<file path="src/rtl/fifo_stream_pkg.sv">
// rtl/fifo_stream_pkg.sv - shared FSM state type and output buffer depth for the FIFO read streamer
package fifo_stream_pkg;

  typedef enum logic [1:0] {
    ST_IDLE  = 2'd0,
    ST_RUN   = 2'd1,
    ST_DRAIN = 2'd2
  } state_e;

  localparam int BUF_DEPTH = 2;

endpackage

</file>
<file path="src/rtl/stream_skid_buf.sv">
// rtl/stream_skid_buf.sv - 2-entry ordered output buffer; head entry drives the downstream stream
module stream_skid_buf
  import fifo_stream_pkg::*;
#(
  parameter int DW = 8
) (
  input  logic          clk,
  input  logic          rst_n,
  input  logic          wr_en,
  input  logic [DW-1:0] wr_data,
  input  logic          wr_last,
  input  logic          rd_en,
  output logic          m_valid,
  output logic [DW-1:0] m_data,
  output logic          m_last,
  output logic [1:0]    cnt
);

  localparam int PW = $clog2(BUF_DEPTH);

  logic [DW-1:0] data_q [BUF_DEPTH];
  logic [DW-1:0] data_d [BUF_DEPTH];
  logic [BUF_DEPTH-1:0] last_q, last_d;
  logic [PW-1:0] rd_ptr_q, rd_ptr_d;
  logic [PW-1:0] wr_ptr_q, wr_ptr_d;
  logic [1:0]    cnt_q, cnt_d;

  // Pointers wrap naturally because the depth is a power of two.
  always_comb begin
    data_d   = data_q;
    last_d   = last_q;
    rd_ptr_d = rd_ptr_q;
    wr_ptr_d = wr_ptr_q;
    cnt_d    = cnt_q;
    if (wr_en) begin
      data_d[wr_ptr_q] = wr_data;
      last_d[wr_ptr_q] = wr_last;
      wr_ptr_d         = wr_ptr_q + PW'(1);
    end
    if (rd_en) begin
      rd_ptr_d = rd_ptr_q + PW'(1);
    end
    case ({wr_en, rd_en})
      2'b10:   cnt_d = cnt_q + 2'd1;
      2'b01:   cnt_d = cnt_q - 2'd1;
      default: cnt_d = cnt_q;
    endcase
  end

  always_ff @(posedge clk or negedge rst_n) begin
    if (!rst_n) begin
      for (int i = 0; i < BUF_DEPTH; i++) begin
        data_q[i] <= '0;
      end
      last_q   <= '0;
      rd_ptr_q <= '0;
      wr_ptr_q <= '0;
      cnt_q    <= '0;
    end else begin
      data_q   <= data_d;
      last_q   <= last_d;
      rd_ptr_q <= rd_ptr_d;
      wr_ptr_q <= wr_ptr_d;
      cnt_q    <= cnt_d;
    end
  end

  assign m_valid = (cnt_q != 2'd0);
  assign m_data  = data_q[rd_ptr_q];
  assign m_last  = m_valid & last_q[rd_ptr_q];
  assign cnt     = cnt_q;

endmodule

</file>
<file path="src/rtl/fifo_rd_stream.sv">
// rtl/fifo_rd_stream.sv - streams words out of a registered-read FIFO into a packetised valid/ready stream
module fifo_rd_stream
  import fifo_stream_pkg::*;
#(
  parameter int DW      = 8,
  parameter int PKT_LEN = 16
) (
  input  logic          rclk,
  input  logic          rrst_n,
  input  logic          en,
  input  logic          rempty,
  input  logic [DW-1:0] rdata,
  output logic          rinc,
  output logic          m_valid,
  input  logic          m_ready,
  output logic [DW-1:0] m_data,
  output logic          m_last,
  output logic          busy
);

  localparam int BW = (PKT_LEN > 2) ? $clog2(PKT_LEN) : 1;
  localparam logic [BW-1:0] LAST_BEAT = BW'(PKT_LEN - 1);

  state_e        state_q, state_d;
  logic          inflight_q, inflight_d;
  logic [BW-1:0] beat_q, beat_d;
  logic [1:0]    buf_cnt;
  logic          pop;
  logic [2:0]    credit;

  assign pop = m_valid & m_ready;

  // Words already committed to the buffer after this cycle's pop; a new read only
  // issues when its data is guaranteed a free slot on arrival.
  assign credit = {1'b0, buf_cnt} + {2'b00, inflight_q} - {2'b00, pop};
  assign rinc   = (state_q == ST_RUN) & ~rempty & (credit < 3'(BUF_DEPTH));
  assign busy   = (state_q != ST_IDLE);

  always_comb begin
    state_d = state_q;
    case (state_q)
      ST_IDLE:  if (en) state_d = ST_RUN;
      ST_RUN:   if (!en) state_d = ST_DRAIN;
      ST_DRAIN: begin
        if (en) begin
          state_d = ST_RUN;
        end else if (!inflight_q && (buf_cnt == 2'd0)) begin
          state_d = ST_IDLE;
        end
      end
      default:  state_d = ST_IDLE;
    endcase
  end

  always_comb begin
    inflight_d = rinc;
    beat_d     = beat_q;
    if (inflight_q) begin
      beat_d = (beat_q == LAST_BEAT) ? '0 : beat_q + BW'(1);
    end
  end

  always_ff @(posedge rclk or negedge rrst_n) begin
    if (!rrst_n) begin
      state_q    <= ST_IDLE;
      inflight_q <= 1'b0;
      beat_q     <= '0;
    end else begin
      state_q    <= state_d;
      inflight_q <= inflight_d;
      beat_q     <= beat_d;
    end
  end

  stream_skid_buf #(
    .DW(DW)
  ) u_buf (
    .clk     (rclk),
    .rst_n   (rrst_n),
    .wr_en   (inflight_q),
    .wr_data (rdata),
    .wr_last (beat_q == LAST_BEAT),
    .rd_en   (pop),
    .m_valid (m_valid),
    .m_data  (m_data),
    .m_last  (m_last),
    .cnt     (buf_cnt)
  );

endmodule

</file>
<file path="config.mk">
export PLATFORM = sky130hd
export DESIGN_NAME = fifo_rd_stream
export DESIGN_NICKNAME = d
export VERILOG_FILES = /design/src/rtl/fifo_stream_pkg.sv /design/src/rtl/stream_skid_buf.sv /design/src/rtl/fifo_rd_stream.sv
export SDC_FILE = /design/constraint.sdc
export NUM_CORES = 1
export LEC_CHECK = 0
export CAP_MARGIN = 20
export CELL_PAD_IN_SITES_DETAIL_PLACEMENT = 0
export CELL_PAD_IN_SITES_GLOBAL_PLACEMENT = 1
export CORE_MARGIN = 4
export CORE_UTILIZATION = 44
export CTS_CLUSTER_SIZE = 28
export DETAILED_ROUTE_END_ITERATION = 8
export GPL_ROUTABILITY_DRIVEN = 0
export GPL_TIMING_DRIVEN = 0
export PLACE_DENSITY_LB_ADDON = 0.1
export SYNTH_ARGS = -nofsm -noshare
export SYNTH_HDL_FRONTEND = slang
export SYNTH_SLANG_ARGS = --single-unit
</file>
<file path="constraint.sdc">
create_clock -name rclk -period 4 [get_ports rclk]
set_input_delay 0.6 -clock rclk [delete_from_list [all_inputs] [get_ports rclk]]
set_output_delay 0.6 -clock rclk [all_outputs]
set_load 0.01 [all_outputs]
</file>
== Word-level counts from Yosys, hierarchy flattened ==
Index checks and enable logic that the tools add are counted.
Operators by class
  reductions and logical operators: 10
  mux-type cells: 18
  bitwise logic cells: 7
  magnitude comparators: 7
  add/subtract/negate cells: 7
  equal/unequal tests: 8
Operators by type and width (count)
  $mux 8: 4
  $bwmux 16: 1
  $demux 8 s1: 1
  $mux 2: 4
  $pmux 2 s3: 1
  $reduce_bool 2->1: 3
  $add 4x1->4 const B: 1
  $and 1x1->1: 4
  $eq 2x1->1 const B: 2
  $eq 2x2->1 const B: 2
  $eq 4x4->1 const B: 1
  $ge 2x2->1 const B: 2
  $logic_not 2->1: 2
  $lt 1x2->1 const B: 2
  $mux 4: 1
  $ne 2x2->1 const B: 2
  $not 1->2: 2
  $pmux 2 s2: 1
  $add 2x1->3: 1
  $logic_and 1x1->1: 3
  $lt 3x2->1 const B: 1
  $mux 1: 3
  $ne 3x3->1 const B: 1
  $reduce_and 3->1: 1
  10 further kinds: 11
Word-level totals
  register bits after elaboration: 29
  output and inout bits: 12

== Logic depth before layout (Yosys ltp) ==
  depth in word-level cells: 6
  mapped depth: 6

== Hierarchy ==
Synthesis repeated with hierarchy kept, for this count alone.
Second synthesis, totals
  cells, all modules: 96
  area total of the unflattened synthesis: 1321.3 um^2
By module, submodules not included
  stream_skid_buf: seq. area each 550.5 um^2, area each 950.9 um^2, cells each 63, instances 1
  fifo_rd_stream: seq. area each 175.2 um^2, area each 370.4 um^2, cells each 33, instances 1

== Least setup slack after synthesis ==
Ideal clock, no wire load.
  path kind: input to output
  from: in m_ready
  to: out rinc
  setup slack: 1.451 ns
  data arrival time: 1.949 ns
  data required time: 3.400 ns
  buffers on the path: 0
  cell stages on the path: 6
  path through: nand2_1 mux2i_1 nand2_1 fa_1 xor2_1 nor4b_1
On the way
  word-level cells in the longest chain between the ends: 4
Ends and longest elaborated chain
  start, declared: RTL line fifo_rd_stream.sv:15  | input logic m_ready,
  $and 1x1->1: RTL line fifo_rd_stream.sv:31  | assign pop = m_valid & m_ready;
  $sub 3x1->3: RTL line fifo_rd_stream.sv:35  | assign credit = {1'b0, buf_cnt} + {2'b00, inflight_q} - {2'b00, pop};
  $lt 3x2->1: RTL line fifo_rd_stream.sv:36  | assign rinc = (state_q == ST_RUN) & ~rempty & (credit < 3'(BUF_DEPTH));
  $and 1x1->1: RTL line fifo_rd_stream.sv:36
  end, declared: RTL line fifo_rd_stream.sv:13  | output logic rinc,
No other way between the ends.

== Final worst setup path ==
Same ends and word-level chain as after synthesis.

==> metrics.txt <==
area taken by multi-input logic gates=588 um2; Power Dens Cells=688 nW/um2; # resized after CTS=0; H-tree levels=2; vias in the first global route=965; min-delay src=u_buf.last_q[1]$_DFFE_PN0P_; largest net degree at the start of global routing=21; most common cell in the netlist=dfrtp_1; cell area after synthesis=1350 um2; met2 Use GR=0.220; CP Launch Type=input pin; RSZ-0062 raised after global routing=no; Routed WL per cell=14.2 um; critical path type=in2out; commonest cells in the netlist=dfrtp_1 (29), mux2_2 (17), mux2_4 (8); Clock Power Share=0.168; Yosys cell types=27; gr ovfl total=0; Peak Freq=0.272 GHz; DIE AREA=4030 um2; post-synthesis sequential area ratio=0.537; gr usage total=0.137; hold path cells=2; CP max FO=5; CP required=3.40 ns; Post-CTS Setup Bufs=0; Detailed Routing Iterations Pass 1=4; Yosys top cell by area=dfrtp_1; global routing usage on met1=0.166; GRT Max-Usage Layer=met2; Sw Pwr=0.347 mW; slack of the worst reg-to-reg path=2.04 ns; Reg2Reg Depth=6; I/O Buffers=24; DR iter-0 viols=22; CTS tree=built; CTS root buf=clkbuf_4; WHS Endpoint=u_buf.last_q[1]$_DFFE_PN0P_; Antenna Nets Post-Route=0; dominant cells by area after synthesis=dfrtp_1 (54%), mux2_2 (14%), mux2_4 (8.9%), mux2i_1 (2.2%), xor2_1 (1.9%); Yosys warnings=0; Max-Cap Viols=0; Synth Register Bits=29; chip height=63.4 um; Synth top area share=0.537; clock skew=0.00716 ns; Final #Nets=149; Setup TNS=0 ns; status=complete, no violations; fillcell total=253; RR Startpoint=u_buf.cnt[1]$_DFFE_PN0P_; internal power=0.835 mW; initial antenna violation count=0; Sequential Power Share=0.416; Post-DP HPWL=1730 um; via count=845; Worst-Margin Slew=0.476 ns; Hold Vio Cnt, Final=0; worst skew pair latency=0.31 ns; post-synthesis async set-or-reset flop share=1.00; maximum VDD drop=290 uV; Critical Path AT=3.08 ns; CTS Sinks=29; Tcrit/Tclk final=0.920; Tmin final=3.68 ns; fin. max-slew vios=0; # setup viols final=0; reg2reg end=inflight_q$_DFF_PN0_; top_reg_cell synth=dfrtp_1; Residual DRC=0; HP Class=reg2reg; switching share of power=0.294; Leak Pwr=0.755 nW; num ports=25; power share of the combinational group=0.416; vias per cell=5.09; Die Wd=63.4 um; critical path capture point type=output port; # rows=19; Post-Synthesis Cells=102; Syn Nets=117; CTS clk-pin slew, worst paths=0.09 ns; CORE AREA=2850 um2; layout cell share with drive strength beyond 1=0.296; synthesized area per cell=13.3 um2; Slew HR=0.682; Post-synth EDFFs=0; TritonCTS Buffers=5; initial cell density of the core=0.474; global-route wire length before repair=4280 um; Storage cell area=726 um2; Area growth, synth to finish=26.9%; n_diodes=0; Hold-fix buffers, CTS=0; Pwr Total=1.18 mW; Total Wirelength=2360 um; clk buf depth=2; met3 usage=0.0497
## worst max-delay path by stage
stage / from / endpoint / slack [ns] / cells after the start
floorplan: m_ready / rinc / 1.45 / 6
global placement: m_ready / rinc / 0.33 / 8
detailed placement: m_ready / rinc / 0.28 / 8
CTS: m_ready / rinc / 0.25 / 8
global route: m_ready / rinc / 0.15 / 8
finish: m_ready / rinc / 0.32 / 8
## per-layer routing
layer	wire, um	vias to the layer above
li1	-	416
met1	1070	403
met2	1130	21
met3	127	5
met4	35	0
met5	0	-
## placed cells by master (no fill, tap or decap), drive strengths merged
cell / n
o21ai: 5
or2: 1
nor4b: 1
nand2: 7
nor2: 3
nand4: 1
mux2i: 3
dfrtp: 29
mux2: 25
clkdlybuf4s50: 24
a21boi: 1
xnor2: 2
fa: 1
nand3: 2
ha: 1
clkbuf: 7
inv: 4
xor2: 3
clkinv: 1
buf: 4
nand2b: 2
a21oi: 4
nor2b: 2
and4: 1
nor3: 1
## power groups by stage
stage               clock network, mW  registers (mW)  logic [mW]
finish                          0.199           0.492       0.491
CTS                             0.205           0.494       0.502
floorplan                           0           0.476       0.314
global route                    0.220           0.511       0.541
global placement                    0           0.487       0.489
detailed placement                  0           0.498       0.499
## kinds of logic (layout without fill, tap and decap cells)
logic type / after synthesis / in the layout / share of synthesized area
simple gates: 21 / 21 / 0.0870
buf+inv: 7 / 40 / 0.0287
compound gates: 10 / 10 / 0.0389
xor+xnor: 5 / 5 / 0.0324
flops: 29 / 29 / 0.537
fa+ha+maj: 2 / 2 / 0.0241
mux: 28 / 28 / 0.253
## area by class of cell
cell class | instances | area share
clock inverter | 1 | 0.00292
tap | 31 | 0.0226
inverter | 4 | 0.00875
multi-input combinational | 66 | 0.343
buffer | 3 | 0.0138
sequential | 29 | 0.423
timing repair buffer | 25 | 0.149
clock buffer | 7 | 0.0379
## critical path: stages
cell and delay, ns:
clkdlybuf4s50_1 0.55, nand2_1 0.10, mux2i_1 0.22, nand2_1 0.10, fa_1 0.38, xor2_1 0.15, nor4b_1 0.37, clkdlybuf4s50_1 0.62
## flip-flops by register name (all words and copies together), names as in the netlist
name	count
beat_q	4
inflight_q	1
state_q	2
u_buf.cnt	2
u_buf.data_q	16
u_buf.last_q	2
u_buf.rd_ptr_q	1
u_buf.wr_ptr_q	1
## metrics by stage
stage / hold slack, ns / setup WS, ns / instances / utilization / instance area [um2]
after floorplan: 0.304 / 1.45 / 102 / - / 1350
after global placement: 0.463 / 0.334 / 157 / 0.572 / 1630
after detailed placement: 0.471 / 0.278 / 158 / 0.577 / 1650
after CTS: 0.491 / 0.253 / 166 / 0.602 / 1720
after global routing: 0.524 / 0.149 / 166 / 0.602 / 1720
final: 0.487 / 0.318 / 166 / 0.602 / 1720
Note: power is estimated with default switching activity, not from simulation.
